===== src/rtl/alu_pkg.sv =====
// Shared types for the sequential ALU responder: opcodes, FSM states, opcode width.
package alu_pkg;

  localparam int unsigned OP_W = 2;

  typedef enum logic [OP_W-1:0] {
    ADD = 2'b00,
    XOR = 2'b01,
    MUL = 2'b10,
    AND = 2'b11
  } alu_op_e;

  typedef enum logic [1:0] {
    IDLE     = 2'b00,
    MUL_BUSY = 2'b01,
    DONE     = 2'b10
  } alu_state_e;

endpackage


===== src/rtl/alu_op_responder_if.sv =====
// Request/response bus of the ALU responder. Flag signals exist only when ALU_FLAGS_EN is defined.
interface alu_op_responder_if #(
  parameter int unsigned WIDTH = 8
);
  import alu_pkg::*;

  logic               in_valid;
  logic               in_ready;
  alu_op_e            in_op;
  logic [WIDTH-1:0]   in_a;
  logic [WIDTH-1:0]   in_b;
  logic               out_valid;
  logic               out_ready;
  alu_op_e            out_op;
  logic [2*WIDTH-1:0] out_result;
`ifdef ALU_FLAGS_EN
  logic               out_zero;
  logic               out_carry;

  modport master (
    output in_valid, in_op, in_a, in_b, out_ready,
    input  in_ready, out_valid, out_op, out_result, out_zero, out_carry
  );
  modport slave (
    input  in_valid, in_op, in_a, in_b, out_ready,
    output in_ready, out_valid, out_op, out_result, out_zero, out_carry
  );
`else
  modport master (
    output in_valid, in_op, in_a, in_b, out_ready,
    input  in_ready, out_valid, out_op, out_result
  );
  modport slave (
    input  in_valid, in_op, in_a, in_b, out_ready,
    output in_ready, out_valid, out_op, out_result
  );
`endif

endinterface


===== src/rtl/alu_mul_iter.sv =====
// Iterative unsigned shift-add multiplier: one bit of b per cycle, always WIDTH cycles.
module alu_mul_iter #(
  parameter int unsigned WIDTH = 8,
  parameter int unsigned CNT_W = $clog2(WIDTH + 1)
) (
  input  logic               clk,
  input  logic               rst,
  input  logic               start,
  input  logic [WIDTH-1:0]   a,
  input  logic [WIDTH-1:0]   b,
  output logic               busy,
  output logic               done,
  output logic [2*WIDTH-1:0] product
);

  logic [2*WIDTH-1:0] a_q;
  logic [2*WIDTH-1:0] acc_q;
  logic [2*WIDTH-1:0] acc_d;
  logic [WIDTH-1:0]   b_q;
  logic [CNT_W-1:0]   cnt_q;
  logic               busy_q;

  assign acc_d   = acc_q + (b_q[0] ? a_q : '0);
  // done and product are valid in the last iteration cycle; the owner captures on that edge.
  assign done    = busy_q && (cnt_q == CNT_W'(WIDTH - 1));
  assign product = acc_d;
  assign busy    = busy_q;

  always_ff @(posedge clk or posedge rst) begin
    if (rst) begin
      a_q    <= '0;
      acc_q  <= '0;
      b_q    <= '0;
      cnt_q  <= '0;
      busy_q <= 1'b0;
    end else if (start) begin
      a_q    <= {{WIDTH{1'b0}}, a};
      b_q    <= b;
      acc_q  <= '0;
      cnt_q  <= '0;
      busy_q <= 1'b1;
    end else if (busy_q) begin
      acc_q <= acc_d;
      a_q   <= a_q << 1;
      b_q   <= b_q >> 1;
      if (done) begin
        cnt_q  <= '0;
        busy_q <= 1'b0;
      end else begin
        cnt_q <= cnt_q + CNT_W'(1);
      end
    end
  end

endmodule


===== src/rtl/alu_op_responder.sv =====
// Sequential ALU (ADD/XOR/MUL/AND) with valid/ready request and response channels.
// Optional registered zero/carry flags are enabled by defining ALU_FLAGS_EN.
module alu_op_responder
  import alu_pkg::*;
#(
  parameter int unsigned WIDTH = 8,
  parameter int unsigned CNT_W = $clog2(WIDTH + 1)
) (
  input logic              clk,
  input logic              rst,
  alu_op_responder_if.slave bus
);

  alu_state_e         state_q;
  logic               out_valid_q;
  alu_op_e            out_op_q;
  logic [2*WIDTH-1:0] out_result_q;

  logic               accept;
  logic               mul_start;
  logic               mul_busy;
  logic               mul_done;
  logic [2*WIDTH-1:0] mul_product;
  logic [2*WIDTH-1:0] alu_result;
  logic [WIDTH:0]     sum;

  // out_ready feeds in_ready combinationally so a consumed result can be replaced with no bubble.
  assign bus.in_ready = (state_q == IDLE) || (state_q == DONE && bus.out_ready);
  assign accept       = bus.in_valid && bus.in_ready;
  assign mul_start    = accept && (bus.in_op == MUL);

  assign bus.out_valid  = out_valid_q;
  assign bus.out_op     = out_op_q;
  assign bus.out_result = out_result_q;

  assign sum = {1'b0, bus.in_a} + {1'b0, bus.in_b};

  always_comb begin
    alu_result = '0;
    unique case (bus.in_op)
      ADD:     alu_result = {{(WIDTH - 1){1'b0}}, sum};
      XOR:     alu_result = {{WIDTH{1'b0}}, bus.in_a ^ bus.in_b};
      AND:     alu_result = {{WIDTH{1'b0}}, bus.in_a & bus.in_b};
      default: alu_result = '0;
    endcase
  end

`ifdef ALU_FLAGS_EN
  logic out_zero_q;
  logic out_carry_q;
  logic alu_carry;
  logic mul_carry;

  assign alu_carry     = (bus.in_op == ADD) && sum[WIDTH];
  assign mul_carry     = |mul_product[2*WIDTH-1:WIDTH];
  assign bus.out_zero  = out_zero_q;
  assign bus.out_carry = out_carry_q;
`endif

  alu_mul_iter #(
    .WIDTH (WIDTH),
    .CNT_W (CNT_W)
  ) u_mul (
    .clk     (clk),
    .rst     (rst),
    .start   (mul_start),
    .a       (bus.in_a),
    .b       (bus.in_b),
    .busy    (mul_busy),
    .done    (mul_done),
    .product (mul_product)
  );

  always_ff @(posedge clk or posedge rst) begin
    if (rst) begin
      state_q      <= IDLE;
      out_valid_q  <= 1'b0;
      out_op_q     <= ADD;
      out_result_q <= '0;
`ifdef ALU_FLAGS_EN
      out_zero_q   <= 1'b0;
      out_carry_q  <= 1'b0;
`endif
    end else begin
      unique case (state_q)
        IDLE, DONE: begin
          if (accept) begin
            out_op_q <= bus.in_op;
            if (bus.in_op == MUL) begin
              state_q     <= MUL_BUSY;
              out_valid_q <= 1'b0;
            end else begin
              state_q      <= DONE;
              out_valid_q  <= 1'b1;
              out_result_q <= alu_result;
`ifdef ALU_FLAGS_EN
              out_zero_q   <= (alu_result == '0);
              out_carry_q  <= alu_carry;
`endif
            end
          end else if (state_q == DONE && bus.out_ready) begin
            state_q     <= IDLE;
            out_valid_q <= 1'b0;
          end
        end
        MUL_BUSY: begin
          if (mul_done) begin
            state_q      <= DONE;
            out_valid_q  <= 1'b1;
            out_result_q <= mul_product;
`ifdef ALU_FLAGS_EN
            out_zero_q   <= (mul_product == '0);
            out_carry_q  <= mul_carry;
`endif
          end else if (!mul_busy) begin
            state_q <= IDLE;
          end
        end
        default: begin
          state_q     <= IDLE;
          out_valid_q <= 1'b0;
        end
      endcase
    end
  end

endmodule


===== src/flat_wrapper.sv =====
// flat-port wrapper written by rule: the top's interface ports become plain ports
module alu_op_responder_flat import alu_pkg::*;
#(
  parameter int unsigned WIDTH = 8,
  parameter int unsigned CNT_W = $clog2(WIDTH + 1)
)
  (clk, rst, bus_in_valid, bus_in_op, bus_in_a, bus_in_b, bus_out_ready, bus_in_ready, bus_out_valid, bus_out_op, bus_out_result);
  alu_op_responder_if #(.WIDTH(WIDTH)) bus_i ();
  input logic clk;
  input logic rst;
  input wire logic [$bits(bus_i.in_valid)-1:0] bus_in_valid;
  input wire logic [$bits(bus_i.in_op)-1:0] bus_in_op;
  input wire logic [$bits(bus_i.in_a)-1:0] bus_in_a;
  input wire logic [$bits(bus_i.in_b)-1:0] bus_in_b;
  input wire logic [$bits(bus_i.out_ready)-1:0] bus_out_ready;
  output wire logic [$bits(bus_i.in_ready)-1:0] bus_in_ready;
  output wire logic [$bits(bus_i.out_valid)-1:0] bus_out_valid;
  output wire logic [$bits(bus_i.out_op)-1:0] bus_out_op;
  output wire logic [$bits(bus_i.out_result)-1:0] bus_out_result;
  assign bus_i.in_valid = bus_in_valid;
  assign bus_i.in_op = bus_in_op;
  assign bus_i.in_a = bus_in_a;
  assign bus_i.in_b = bus_in_b;
  assign bus_i.out_ready = bus_out_ready;
  assign bus_in_ready = bus_i.in_ready;
  assign bus_out_valid = bus_i.out_valid;
  assign bus_out_op = bus_i.out_op;
  assign bus_out_result = bus_i.out_result;
  alu_op_responder #(.WIDTH(WIDTH), .CNT_W(CNT_W)) u_core (.clk(clk), .rst(rst), .bus(bus_i));
endmodule

===== config.mk =====
export PLATFORM = sky130hd
export DESIGN_NAME = alu_op_responder_flat
export DESIGN_NICKNAME = d
export VERILOG_FILES = /design/src/rtl/alu_pkg.sv /design/src/rtl/alu_op_responder_if.sv /design/src/rtl/alu_mul_iter.sv /design/src/rtl/alu_op_responder.sv /design/src/flat_wrapper.sv
export SDC_FILE = /design/constraint.sdc
export NUM_CORES = 1
export LEC_CHECK = 0
export ABC_AREA = 1
export BUFFER_PORTS_ARGS = -buffer_cell sky130_fd_sc_hd__buf_2
export CAP_MARGIN = 10
export CORE_MARGIN = 1.5
export CORE_UTILIZATION = 59
export CTS_BUF_LIST = sky130_fd_sc_hd__clkbuf_4
export CTS_CLUSTER_DIAMETER = 50
export DETAILED_ROUTE_END_ITERATION = 6
export PLACE_DENSITY = 0.8
export RECOVER_POWER = 25
export SLEW_MARGIN = 20
export SYNTH_ARGS = -nofsm -noshare
export SYNTH_HDL_FRONTEND = slang
export SYNTH_SLANG_ARGS = --single-unit

===== constraint.sdc =====
create_clock -name clk -period 4.4 [get_ports clk]
set_clock_uncertainty 0.05 [all_clocks]
set_input_delay 0.22 -clock clk [delete_from_list [all_inputs] [get_ports clk]]
set_output_delay 0.22 -clock clk [all_outputs]
set_load 0.01 [all_outputs]

* Yosys cells after proc, flatten, opt, wreduce, memory -nomap -nowiden *
Index checks and enable logic that the tools add are counted.

storage, ports and cells
  output and inout bits = 20
  register bits = 66
  word-level logic and storage cells = 68

operators by class
  multiplexer cells = 29
  equal/unequal tests = 11
  bitwise operators = 2
  add/sub/neg operators = 3
  reductions and logical operators = 14

operators by type and width
  kind                                                              number
  16-bit two-way mux                                                8
  16-bit case mux with 2 select lines                               1
  9-bit case mux with 3 select lines                                1
  16-bit adder                                                      1
  8-bit two-way mux                                                 2
  4-bit two-way mux                                                 3
  2-bit two-way mux                                                 5
  8-bit by 8-bit adder with 9-bit output                            1
  8-bit AND                                                         1
  8-bit bitwise XOR                                                 1
  1-bit two-way mux                                                 7
  2-bit == test (second input constant)                             3
  2-bit AND reduction                                               3
  4-bit by 1-bit adder with 4-bit output (second input constant)    1
  2-bit by 1-bit == test with 1-bit output (second input constant)  2
  4-bit by 3-bit == test with 1-bit output (second input constant)  1
  1-bit logical AND                                                 4
  2-bit zero test                                                   2
  2-bit by 1-bit != test with 1-bit output (second input constant)  2
  2-bit case mux with 2 select lines                                1
  4-bit AND reduction                                               1
  2-bit nonzero test                                                2
  3-bit by 1-bit != test with 1-bit output (second input constant)  1
  3-bit by 2-bit != test with 1-bit output (second input constant)  1
  other kinds (4)                                                   4

* Depth between registers and ports, before layout *
Gate-level depths: netlist of run 1.

  depth after elaboration = 6
  gate-level depth with buffers = 14
  gate-level depth less buffers = 13

* Cells and area by module *
A second synthesis of run 1 with hierarchy kept.

unflattened totals
  cells, all modules = 598
  area, all modules = 4400.5 um2

modules (own cells, without submodules)
  module            seq. area each (um2)  area an instance (um2)  instances  cells an instance
  alu_mul_iter      1126.1                2907.8                  1          391
  alu_op_responder  525.5                 1492.7                  1          207

* Worst setup path after synthesis of run 1 *
Ideal clock, no wire load.

  path kind = register to register
  from = register u_core.u_mul.b_q[0]
  to = register u_core.out_result_q[15], in the netlist u_core.bus.out_result[15]
  slack = 2.288 ns
  cell stages (with the launch flop) = 12
  required time = 4.233 ns
  arrival time = 1.945 ns
  setup time = 0.117 ns
  cells stage by stage = dfrtp_1 clkbuf_1 clkbuf_1 nand2_1 inv_1 ha_1 a21oi_1 o21ai_0 a21oi_1 nand3b_1 nand3_1 nand2_1

on the way
  longest elaborated chain between the ends = 4

ends and longest elaborated chain
  element                              line                     source
  from (decl)                          alu_mul_iter.sv:19       logic [WIDTH-1:0] b_q;
  from (signal assigned)               alu_mul_iter.sv:45       b_q <= b_q >> 1;
  16-bit two-way mux                   alu_mul_iter.sv:23       assign acc_d = acc_q + (b_q[0] ? a_q : '0);
  16-bit adder                         alu_mul_iter.sv:23
  16-bit two-way mux                   alu_op_responder.sv:107  if (mul_done) begin
  16-bit case mux with 2 select lines  alu_op_responder.sv:85   unique case (state_q)
  to (signal assigned)                 alu_op_responder.sv:95   out_result_q <= alu_result;
  to (signal assigned)                 alu_op_responder.sv:110  out_result_q <= mul_product;
  to (decl)                            alu_op_responder.sv:17   logic [2*WIDTH-1:0] out_result_q;

No other way between the ends. The select of a mux whose other input is x is not followed.
A chain may end at the register's enable or synchronous reset.

* Final worst setup path of run 1 *
  from = register u_core.u_mul.b_q[0]
  to = register u_core.u_mul.acc_q[10]

on the way
  longest elaborated chain between the ends = 4

ends and longest elaborated chain
  element               line                source
  16-bit two-way mux    alu_mul_iter.sv:23
  16-bit adder          alu_mul_iter.sv:23
  16-bit two-way mux    alu_mul_iter.sv:42  end else if (busy_q) begin
  16-bit two-way mux    alu_mul_iter.sv:36  end else if (start) begin
  to (signal assigned)  alu_mul_iter.sv:32  acc_q <= '0;
  to (signal assigned)  alu_mul_iter.sv:39  acc_q <= '0;
  to (signal assigned)  alu_mul_iter.sv:43  acc_q <= acc_d;
  to (decl)             alu_mul_iter.sv:17  logic [2*WIDTH-1:0] acc_q;

No other way between the ends. The select of a mux whose other input is x is not followed.

==> out/metrics.yaml, run 1 <==
yosys:
  syn_inst: 569
  synthTopCellsByCount: "181 x nand2_1, 74 x inv_1, 66 x dfrtp_1"
  synth.area.top_cells: "dfrtp_1 39%, nand2_1 16%, ha_1 7.1%"
  synth-seq-cells: 66
  yosysMostFrequentCell: "nand2_1"
  yosys_warnings: 0
  async_reset_ff_frac: 1.000
  yosys.area.top_type: "dfrtp_1"
  synth_nets: 617
  yosysUniqueCellTypes: 39
  synth_edf_count: 0
  synth_area_sq_mm: 0.004240
  synthFlopType: "dfrtp_1"
  seq_area_frac_synth: 0.3895
  syn_avg_cell_area_sq_um: 7.452
  netlist.area_leader.share: 0.3895
timing:
  hold_slack_ns: 0.01575
  hold_violations: 0
  maxSlewHeadroom: 0.4088
  fin_crit_sh: 0.5430
  tns_ns: 0
  fmax_mhz: 418.5
  fin_crit_ns: 2.389
  rsz0062_at_grt: "false"
  setup_viol: 0
  slew_violations: 0
  fin_ws_ns: 2.011
  tightest_slew_ns: 0.8858
power:
  p_leak_nw: 2.551
  p_int_w: 0.001389
  pwr-share-seq: 0.402
  p_per_area_mw_per_mm2: 515.9
  p_sw_w: 0.001021
  switching_share: 0.4235
  p_clk_frac: 0.180
  combPwrFrac: 0.418
  ir_worst_vdd_mv: 0.3195
  power.total_w: 0.002410
worst_hold_path:
  min_to: "u_core.u_mul.b_q[7]"
  worstHoldStart: "bus_in_b[7]"
  hold_class: "input pin to register"
  min_path_cells: 3
setup_path:
  arrival_ns: 2.64
  cp_slowest_cell: "dfrtp_1"
  r2r_slack_ns: 2.01
  start_kind: "register"
  rr_startpoint: "u_core.u_mul.b_q[0]"
  path_common_cell: "nand2_1"
  end_kind: "register"
  cp_num_buf_inv: 1
  ff2ff_path_depth: 12
  worstSetupPathType: "register to register"
  crit_path_max_incr_delay_ns: 0.57
  r2r-end: "u_core.u_mul.acc_q[10]"
  required_ns: 4.65
  crit_path_max_fanout: 17
  cp_cell_sequence: "nand2_1 > inv_1 > ha_1 > fa_1 > nand2_1 > nand2_1 > nand3_1 > nand2_1 > a21oi_1 > nand2_1 > nand3_1 > nand2_1"
  path_delay_family: "simple AND/OR/NAND/NOR gates"
grt:
  grt_pass1_vias: 3756
  grt.overflow.total: 0
  grt_pass1_wl_microns: 17600
  grt.total_usage: 0.2978
  grt_max_degree: 45
  antenna_found_initial: 0
clock_network:
  cts_sinks: 66
  cts_inserted_buffers: 9
  cts_tree: "done"
  worst_setup_hold_path_clk_slew_ns: 0.11
  cts_max_level: 3
  clockRootBuffer: "clkbuf_4"
  clock_path_buffers: 2
  clk_latency_ns: 0.41
drt:
  final_antenna_net_count: 0
  wl_microns: 10290
  firstDrtPassIters: 5
  vias_per_cell: 5.455
  vias: 3895
  avgRoutedWirePerCell_microns: 14.42
  drc: 0
  first_iter_violations: 282
floorplan:
  core_area_sq_mm: 0.006869
  die_h_microns: 87.78
  die_w_microns: 87.78
  die-area_sq_mm: 0.007704
  num_io_pins: 42
  start_util: 0.6173
  fp-row-count: 30
place:
  dp_hpwl_microns: 7766
  dpl_worst_slack_ns: 2.074
  port_buffers: 41
  place_congestion: 0.9208
layout:
  insertedDiodeCount: 0
  layout-drive-gt1-share: 0.1036
  syn_to_final_growth_pct: 10.18
  final_util: 0.6801
  nNetsFinal: 663
flow_run:
  cap_violations: 0
outcome:
  outcome: "completed"
## worst register-to-register path, cell delays in order (launching register included)
cell and delay [ns]:
dfrtp_1 0.57, nand2_1 0.13, inv_1 0.05, ha_1 0.21, fa_1 0.42, nand2_1 0.09
nand2_1 0.09, nand3_1 0.11, nand2_1 0.12, a21oi_1 0.21, nand2_1 0.10, nand3_1 0.09
nand2_1 0.06
## repair_timing
item	4_1_cts	5_1_grt
gates resized for setup	0	0
hold endpoints to repair	29	0
hold buffers	8	0
endpoints found under the setup margin	0	0
buffers inserted	0	0
## routing by layer
metal,vias to the layer above,wire length (microns),global-route usage
li1,1946,-,-
met1,1836,4558,0.3825
met2,98,5160,0.5156
met3,15,407,0.04241
met4,0,168,0.09957
met5,-,0,0
## cells in the final DEF, fill, tap and decap left out, types with 3 or more instances in the layout
| cell | count |
|---|---|
| nand2_1 | 182 |
| inv_1 | 74 |
| dfrtp_1 | 66 |
| nand3_1 | 55 |
| o21ai_0 | 28 |
| nor2_1 | 28 |
| buf_2 | 26 |
| ha_1 | 24 |
| a21oi_1 | 23 |
| clkbuf_1 | 15 |
| o22ai_1 | 10 |
| o221ai_1 | 9 |
| clkbuf_4 | 9 |
| inv_2 | 8 |
| dlygate4sd3_1 | 8 |
| nand3b_1 | 7 |
| nor2_4 | 4 |
| o211ai_1 | 4 |
| nor3_1 | 3 |
| clkinv_1 | 3 |
## kinds of logic after synthesis
kind of cell / after synthesis / share of synthesized area
xor+xnor: 4 / 0.008264
fa+ha+maj: 26 / 0.08026
buf+inv: 98 / 0.09796
flops: 66 / 0.3895
mux: 1 / 0.002655
compound gates: 82 / 0.1177
simple gates: 292 / 0.3036
## stage by stage
step,instances,instance area (sq um)
floorplan,569,4240
global placement,692,4474
detailed placement,692,4474
CTS,714,4693
global route,714,4672
finish,714,4672
## state kept, by name, indices dropped and copies added, names as in the netlist
| register | cells |
|---|---|
| u_core.bus.out_result | 16 |
| u_core.u_mul.b_q | 8 |
| u_core.u_mul.a_q | 16 |
| u_core.state_q | 2 |
| u_core.bus.out_op | 2 |
| u_core.bus.out_valid | 1 |
| u_core.u_mul.cnt_q | 4 |
| u_core.u_mul.busy | 1 |
| u_core.u_mul.acc_q | 16 |
## worst max path at each step
stage	startpoint	to	cells after the start
after floorplan	u_core.u_mul.b_q[0]	u_core.bus.out_result[15]	11
after global placement	u_core.u_mul.b_q[0]	u_core.bus.out_result[10]	12
after detailed placement	u_core.state_q[1]	u_core.u_mul.acc_q[0]	7
after CTS	u_core.u_mul.b_q[0]	u_core.u_mul.acc_q[10]	12
after global routing	u_core.u_mul.b_q[0]	u_core.u_mul.acc_q[10]	12
final	u_core.u_mul.b_q[0]	u_core.u_mul.acc_q[10]	12
## layout make-up
class,count,area [sq um]
inverter,83,316.6
sequential,66,1652
clock inverter,5,71.32
fill,643,2197
clock buffer,9,67.56
multi-input combinational,405,2171
timing repair buffer,50,274.0
tap,96,120.1
## power by group through the flow
stage / registers (W) / clock network [W] / logic [W]
2_1_floorplan: 0.000951 / 0 / 0.000782
3_5_place_dp: 0.000977 / 0 / 0.00101
5_1_grt: 0.000993 / 0.000469 / 0.00114
3_3_place_gp: 0.000969 / 0 / 0.000977
4_1_cts: 0.000967 / 0.000440 / 0.00101
6_report: 0.000970 / 0.000433 / 0.00101
(Power assumes the default switching activity.)
==> run 2: changes to the inputs <==
==> constraint.sdc (replaced) <==
create_clock -name clk -period 2.4 [get_ports clk]
set_clock_uncertainty 0.05 [all_clocks]
set_input_delay 0.12 -clock clk [delete_from_list [all_inputs] [get_ports clk]]
set_output_delay 0.12 -clock clk [all_outputs]
set_load 0.01 [all_outputs]
==> run 2 against run 1 <==
  * Final area increased by 2.6%
  * First-iteration DRC count shrank 27%
  * Core utilization increased by 1.7 points
  * Non-clock buffer count grew 13
  * Combinational power up 93%
  * Cell count grew 2.0%
  * Sequential share of layout area decreased by 0.89 points
  * Global-route usage rose by 0.89 points
  * Die area did not move
  * Largest power group unchanged
==> out/metrics.yaml, run 2 (synthesis results as in run 1) <==
outcome:
  outcome: "completed"
power:
  ir_worst_vdd_mv: 0.5732
  p_per_area_mw_per_mm2: 928.6
  p_leak_nw: 2.636
timing:
  fin_crit_ns: 2.206
  rsz0062_at_grt: "false"
  setup_viol: 0
  tightest_slew_ns: 0.9173
  fmax_mhz: 453.4
  hold_slack_ns: 0.03578
  tns_ns: 0
  fin_ws_ns: 0.1942
  slew_violations: 0
  fin_crit_sh: 0.9191
  hold_violations: 0
  maxSlewHeadroom: 0.3878
clock_network:
  post_cts_resized: 0
  cts_setup_buffers: 0
  cts_tree: "done"
  clk_latency_ns: 0.42
  cts_sinks: 66
  cts_inserted_buffers: 9
  clockRootBuffer: "clkbuf_4"
  cts_max_level: 3
  worst_setup_hold_path_clk_slew_ns: 0.11
  clock_path_buffers: 2
floorplan:
  fp-row-count: 30
  die_h_microns: 87.78
  die_w_microns: 87.78
  core_area_sq_mm: 0.006869
  die-area_sq_mm: 0.007704
  num_io_pins: 42
  start_util: 0.6173
worst_hold_path:
  min_path_cells: 3
  worstHoldStart: "bus_in_valid"
  min_to: "u_core.bus.out_op[1]"
  hold_class: "input pin to register"
grt:
  grt.overflow.total: 0
  grt.total_usage: 0.3067
  grt_pass1_wl_microns: 18090
  grt_max_degree: 26
  antenna_found_initial: 0
  grt_pass1_vias: 4013
setup_path:
  r2r-end: "u_core.u_mul.acc_q[11]"
  ff2ff_path_depth: 12
  end_kind: "register"
  required_ns: 2.70
  r2r_slack_ns: 0.19
  worstSetupPathType: "register to register"
  start_kind: "register"
  rr_startpoint: "u_core.u_mul.b_q[0]"
  arrival_ns: 2.51
  crit_path_max_fanout: 10
drt:
  final_antenna_net_count: 0
  wl_microns: 10500
  firstDrtPassIters: 5
  drc: 0
  avgRoutedWirePerCell_microns: 14.42
  vias_per_cell: 5.488
  vias: 3995
  first_iter_violations: 207
place:
  port_buffers: 41
  place_congestion: 0.9780
  place_inst: 697
  dpl_worst_slack_ns: 0.2590
  dp_hpwl_microns: 7969
flow_run:
  cap_violations: 0
layout:
  fillers: 584
  final_cell_mix: "181 x nand2_1, 74 x inv_1, 66 x dfrtp_1"
  final_common_cell: "nand2_1"
  layout-drive-gt1-share: 0.1297
  fin_cells: 728
  insertedDiodeCount: 0
  nNetsFinal: 676
  syn_to_final_growth_pct: 13.01
## run 2: worst max-delay path by stage
stage / cells after the start / start / end / slack (ns)
floorplan: 11 / u_core.u_mul.b_q[0] / u_core.bus.out_result[15] / 0.29
global placement: 12 / u_core.u_mul.b_q[0] / u_core.u_mul.acc_q[11] / 0.32
detailed placement: 12 / u_core.u_mul.b_q[0] / u_core.u_mul.acc_q[11] / 0.26
CTS: 12 / u_core.u_mul.b_q[0] / u_core.u_mul.acc_q[11] / 0.24
global route: 12 / u_core.u_mul.b_q[0] / u_core.u_mul.acc_q[11] / 0.003
finish: 12 / u_core.u_mul.b_q[0] / u_core.u_mul.acc_q[11] / 0.19
## run 2: power by group
| part | switching, W | total, W | internal, W |
|---|---|---|---|
| clock | 0.000417 | 0.000739 | 0.000322 |
| combinational | 0.00125 | 0.00195 | 0.000695 |
| sequential | 0.000264 | 0.00176 | 0.00150 |
## run 2: layer usage
layer  track usage  part of all wire
met5             0                 0
met4        0.1631             0.046
met3       0.06315             0.055
met2        0.5239              0.47
met1        0.3619              0.43
## run 2: area by class of cell
type	count	area, sq um	area share
clock buffers	10	75.07	0.01567
clock inverters	5	56.30	0.01175
inverters	83	316.6	0.06606
multi-input cells	405	2173	0.4535
flip-flops and latches	66	1652	0.3446
well taps	96	120.1	0.02507
repair buffers	63	399.1	0.08329
## run 2: worst max-delay path: stages, from the launching register on
cell and delay (ns):
dfrtp_1 0.47, buf_4 0.20, nand2_1 0.06, inv_1 0.04, ha_1 0.33, nand2_1 0.09
nand2_1 0.07, a21oi_1 0.16, nand2_1 0.14, a21oi_1 0.23, nand2b_1 0.15, nand3_1 0.07
nand2_1 0.08
## run 2: what timing repair did
action / 4_1_cts / 5_1_grt
hold buffers: 16 / 0
hold endpoints to repair: 38 / 0
endpoints found under the setup margin: 0 / 0
## run 2: metrics by stage
stage / power (W) / instance area [sq um] / util
floorplan: 0.003177 / 4240 / -
detailed placement: 0.003692 / 4512 / 0.6568
global route: 0.004837 / 4792 / 0.6976
CTS: 0.004453 / 4803 / 0.6993
global placement: 0.003629 / 4512 / 0.6568
finish: 0.004450 / 4792 / 0.6976
==> run 3: changes to the inputs <==
--- a/config.mk
+++ b/config.mk
@@ -5,7 +5,6 @@
 export SDC_FILE = /design/constraint.sdc
 export NUM_CORES = 1
 export LEC_CHECK = 0
-export ABC_AREA = 1
 export BUFFER_PORTS_ARGS = -buffer_cell sky130_fd_sc_hd__buf_2
 export CAP_MARGIN = 10
 export CORE_MARGIN = 1.5
==> run 3 against run 2 <==
  * Routed wire length grew 1.7%
  * Area after synthesis fell by 4.1%
  * Count of clock-buffer cells in the layout fell by 1
  * Worst setup slack got worse by 0.19 ns
  * Worst hold slack gained 0.096 ns
==> out/metrics.yaml, run 3 <==
clock_network:
  clockRootBuffer: "clkbuf_4"
  cts_inserted_buffers: 9
  cts_tree: "done"
  clk_latency_ns: 0.43
  worst_setup_hold_path_clk_slew_ns: 0.12
  cts_max_level: 3
  cts_sinks: 66
  clock_path_buffers: 2
flow_run:
  cap_violations: 0
yosys:
  yosys_warnings: 0
  synth.area.top_cells: "dfrtp_1 41%, mux2i_1 8.1%, ha_1 7.4%"
  async_reset_ff_frac: 1.000
  netlist.area_leader.share: 0.4060
  synth_edf_count: 0
  synth_nets: 490
  synthTopCellsByCount: "66 x dfrtp_1, 52 x nand2_1, 41 x o21ai_0"
  yosysUniqueCellTypes: 55
  synthFlopType: "dfrtp_1"
  syn_inst: 442
  synth-seq-cells: 66
  seq_area_frac_synth: 0.4060
  syn_avg_cell_area_sq_um: 9.203
  yosysMostFrequentCell: "dfrtp_1"
  synth_area_sq_mm: 0.004068
  yosys.area.top_type: "dfrtp_1"
setup_path:
  path_delay_family: "compound AO/OA/AOI/OAI gates"
  cp_cell_sequence: "buf_6 > and2_1 > ha_4 > o211ai_1 > o211ai_2 > a41o_1 > o21ai_2 > xnor2_2 > o22ai_1"
  arrival_ns: 2.63
  crit_path_max_fanout: 15
  cp_num_buf_inv: 1
  required_ns: 2.64
  cp_slowest_cell: "dfrtp_1"
  crit_path_max_incr_delay_ns: 0.42
  end_kind: "register"
  worstSetupPathType: "register to register"
  start_kind: "register"
grt:
  grt.overflow.total: 0
  grt_pass1_vias: 3467
  grt.total_usage: 0.2943
  grt_pass1_wl_microns: 16800
  antenna_found_initial: 0
  grt_max_degree: 38
timing:
  fmax_mhz: 418.0
  setup_viol: 0
  hold_violations: 0
  fin_crit_ns: 2.392
  tightest_slew_ns: 1.136
  maxSlewHeadroom: 0.2417
  slew_violations: 0
  fin_crit_sh: 0.9969
  fin_ws_ns: 0.007532
power:
  p_sw_w: 0.002061
  p_per_area_mw_per_mm2: 1014
  ir_worst_vdd_mv: 0.4743
  p_clk_frac: 0.170
  pwr-share-seq: 0.362
  switching_share: 0.4116
  combPwrFrac: 0.468
  p_leak_nw: 2.408
  p_int_w: 0.002947
layout:
  final_cell_mix: "65 x dfrtp_1, 52 x nand2_1, 41 x buf_2"
  final_common_cell: "dfrtp_1"
  fillers: 472
  syn_to_final_growth_pct: 21.38
  nNetsFinal: 557
  insertedDiodeCount: 0
  layout-drive-gt1-share: 0.2179
  design_area_sq_mm: 0.004937
floorplan:
  die-area_sq_mm: 0.007401
  die_h_microns: 86.03
  fp-row-count: 30
  die_w_microns: 86.03
  start_util: 0.6054
  num_io_pins: 42
  core_area_sq_mm: 0.006719
drt:
  drc: 0
  first_iter_violations: 275
  vias: 3615
  firstDrtPassIters: 5
  avgRoutedWirePerCell_microns: 17.97
  final_antenna_net_count: 0
  vias_per_cell: 6.086
  wl_microns: 10670
place:
  dp_hpwl_microns: 7262
  place_congestion: 0.8976
  dpl_worst_slack_ns: -0.04211
  postPlaceCellArea_sq_mm: 0.004425
  port_buffers: 41
worst_hold_path:
  hold_class: "input pin to register"
outcome:
  outcome: "completed"
run 3: cell count changes after synthesis, sizes merged, moves of 14 or more:
cell	previous run	this run
xnor2	2	16
nand3	56	7
and2	1	17
inv	82	11
nand2	186	52
o21ai	28	49
mux2i	0	33
run 3: kinds of logic after synthesis:
group                    after synthesis  synth area share
adder cells (fa/ha/maj)               26           0.08367
multiplexers                          34           0.08397
flip-flops                            66            0.4060
AND/OR/NAND/NOR                      145            0.1686
buffers and inverters                 32           0.03476
AO/OA/AOI/OAI                        118            0.1778
XOR/XNOR                              21           0.04522
run 3: tightest hold or removal path, cell delays in order:
cell	delay, ns
buf_2	0.20
nor2_1	0.11
a21oi_1	0.13
run 3: power groups by stage:
| stage | combinational (W) | sequential, W | clock, W |
|---|---|---|---|
| 4_1_cts | 0.00215 | 0.00179 | 0.000855 |
| 6_report | 0.00234 | 0.00181 | 0.000852 |
| 3_5_place_dp | 0.00210 | 0.00181 | 0 |
| 3_3_place_gp | 0.00203 | 0.00179 | 0 |
| 5_1_grt | 0.00256 | 0.00186 | 0.000912 |
| 2_1_floorplan | 0.00153 | 0.00178 | 0 |
run 3: metal layers:
layer	wire [microns]	GRT usage
met1	4442	0.3785
met2	5259	0.4903
met3	583	0.04812
met4	387	0.1305
met5	0	0
run 3: final cells by class:
type,count,area (sq um),share of cell area
well taps,80,100.1,0.02027
clock inverters,7,92.59,0.01875
clock buffers,9,67.56,0.01368
flip-flops and latches,66,1653,0.3348
repair buffers,77,549.3,0.1113
inverters,11,41.29,0.008363
multi-input cells,344,2434,0.4929
run 3: through the flow:
step / power (W) / cells / TNS [ns] / util / hold WS, ns
final: 0.005008 / 594 / 0 / 0.7348 / 0.1320
after CTS: 0.004797 / 592 / 0 / 0.7108 / 0.1073
after global routing: 0.005337 / 594 / -0.3989 / 0.7348 / 0.1817
after floorplan: 0.003307 / 442 / 0 / - / 0.1868
after global placement: 0.003815 / 558 / 0 / 0.6587 / 0.1899
after detailed placement: 0.003911 / 558 / -0.05272 / 0.6587 / 0.1899
run 3: path summary, 6_finish.rpt:
| kind | start | slack, ns | depth (start not counted) | end |
|---|---|---|---|---|
| setup / recovery | u_core.u_mul.b_q[0] | 0.008 | 9 | u_core.u_mul.acc_q[13] |
| hold / removal | bus_in_op[1] | 0.13 | 3 | u_core.bus.out_result[6] |
| setup reg to reg | u_core.u_mul.b_q[0] | 0.008 | 9 | u_core.u_mul.acc_q[13] |
| hold reg to reg | u_core.bus.out_result[0] | 0.43 | 2 | u_core.bus.out_result[0] |
| max in group asynchronous | rst | 1.05 | 4 | u_core.u_mul.a_q[10] |
| min in group asynchronous | rst | 0.48 | 3 | u_core.bus.out_valid |
run 3: repair_timing:
item	in CTS	in global routing
setup endpoints to repair	5	19
hold buffers	18	0
hold endpoints to repair	46	0
setup buffers	0	2
pin swaps	2	13
resized for setup	2	34
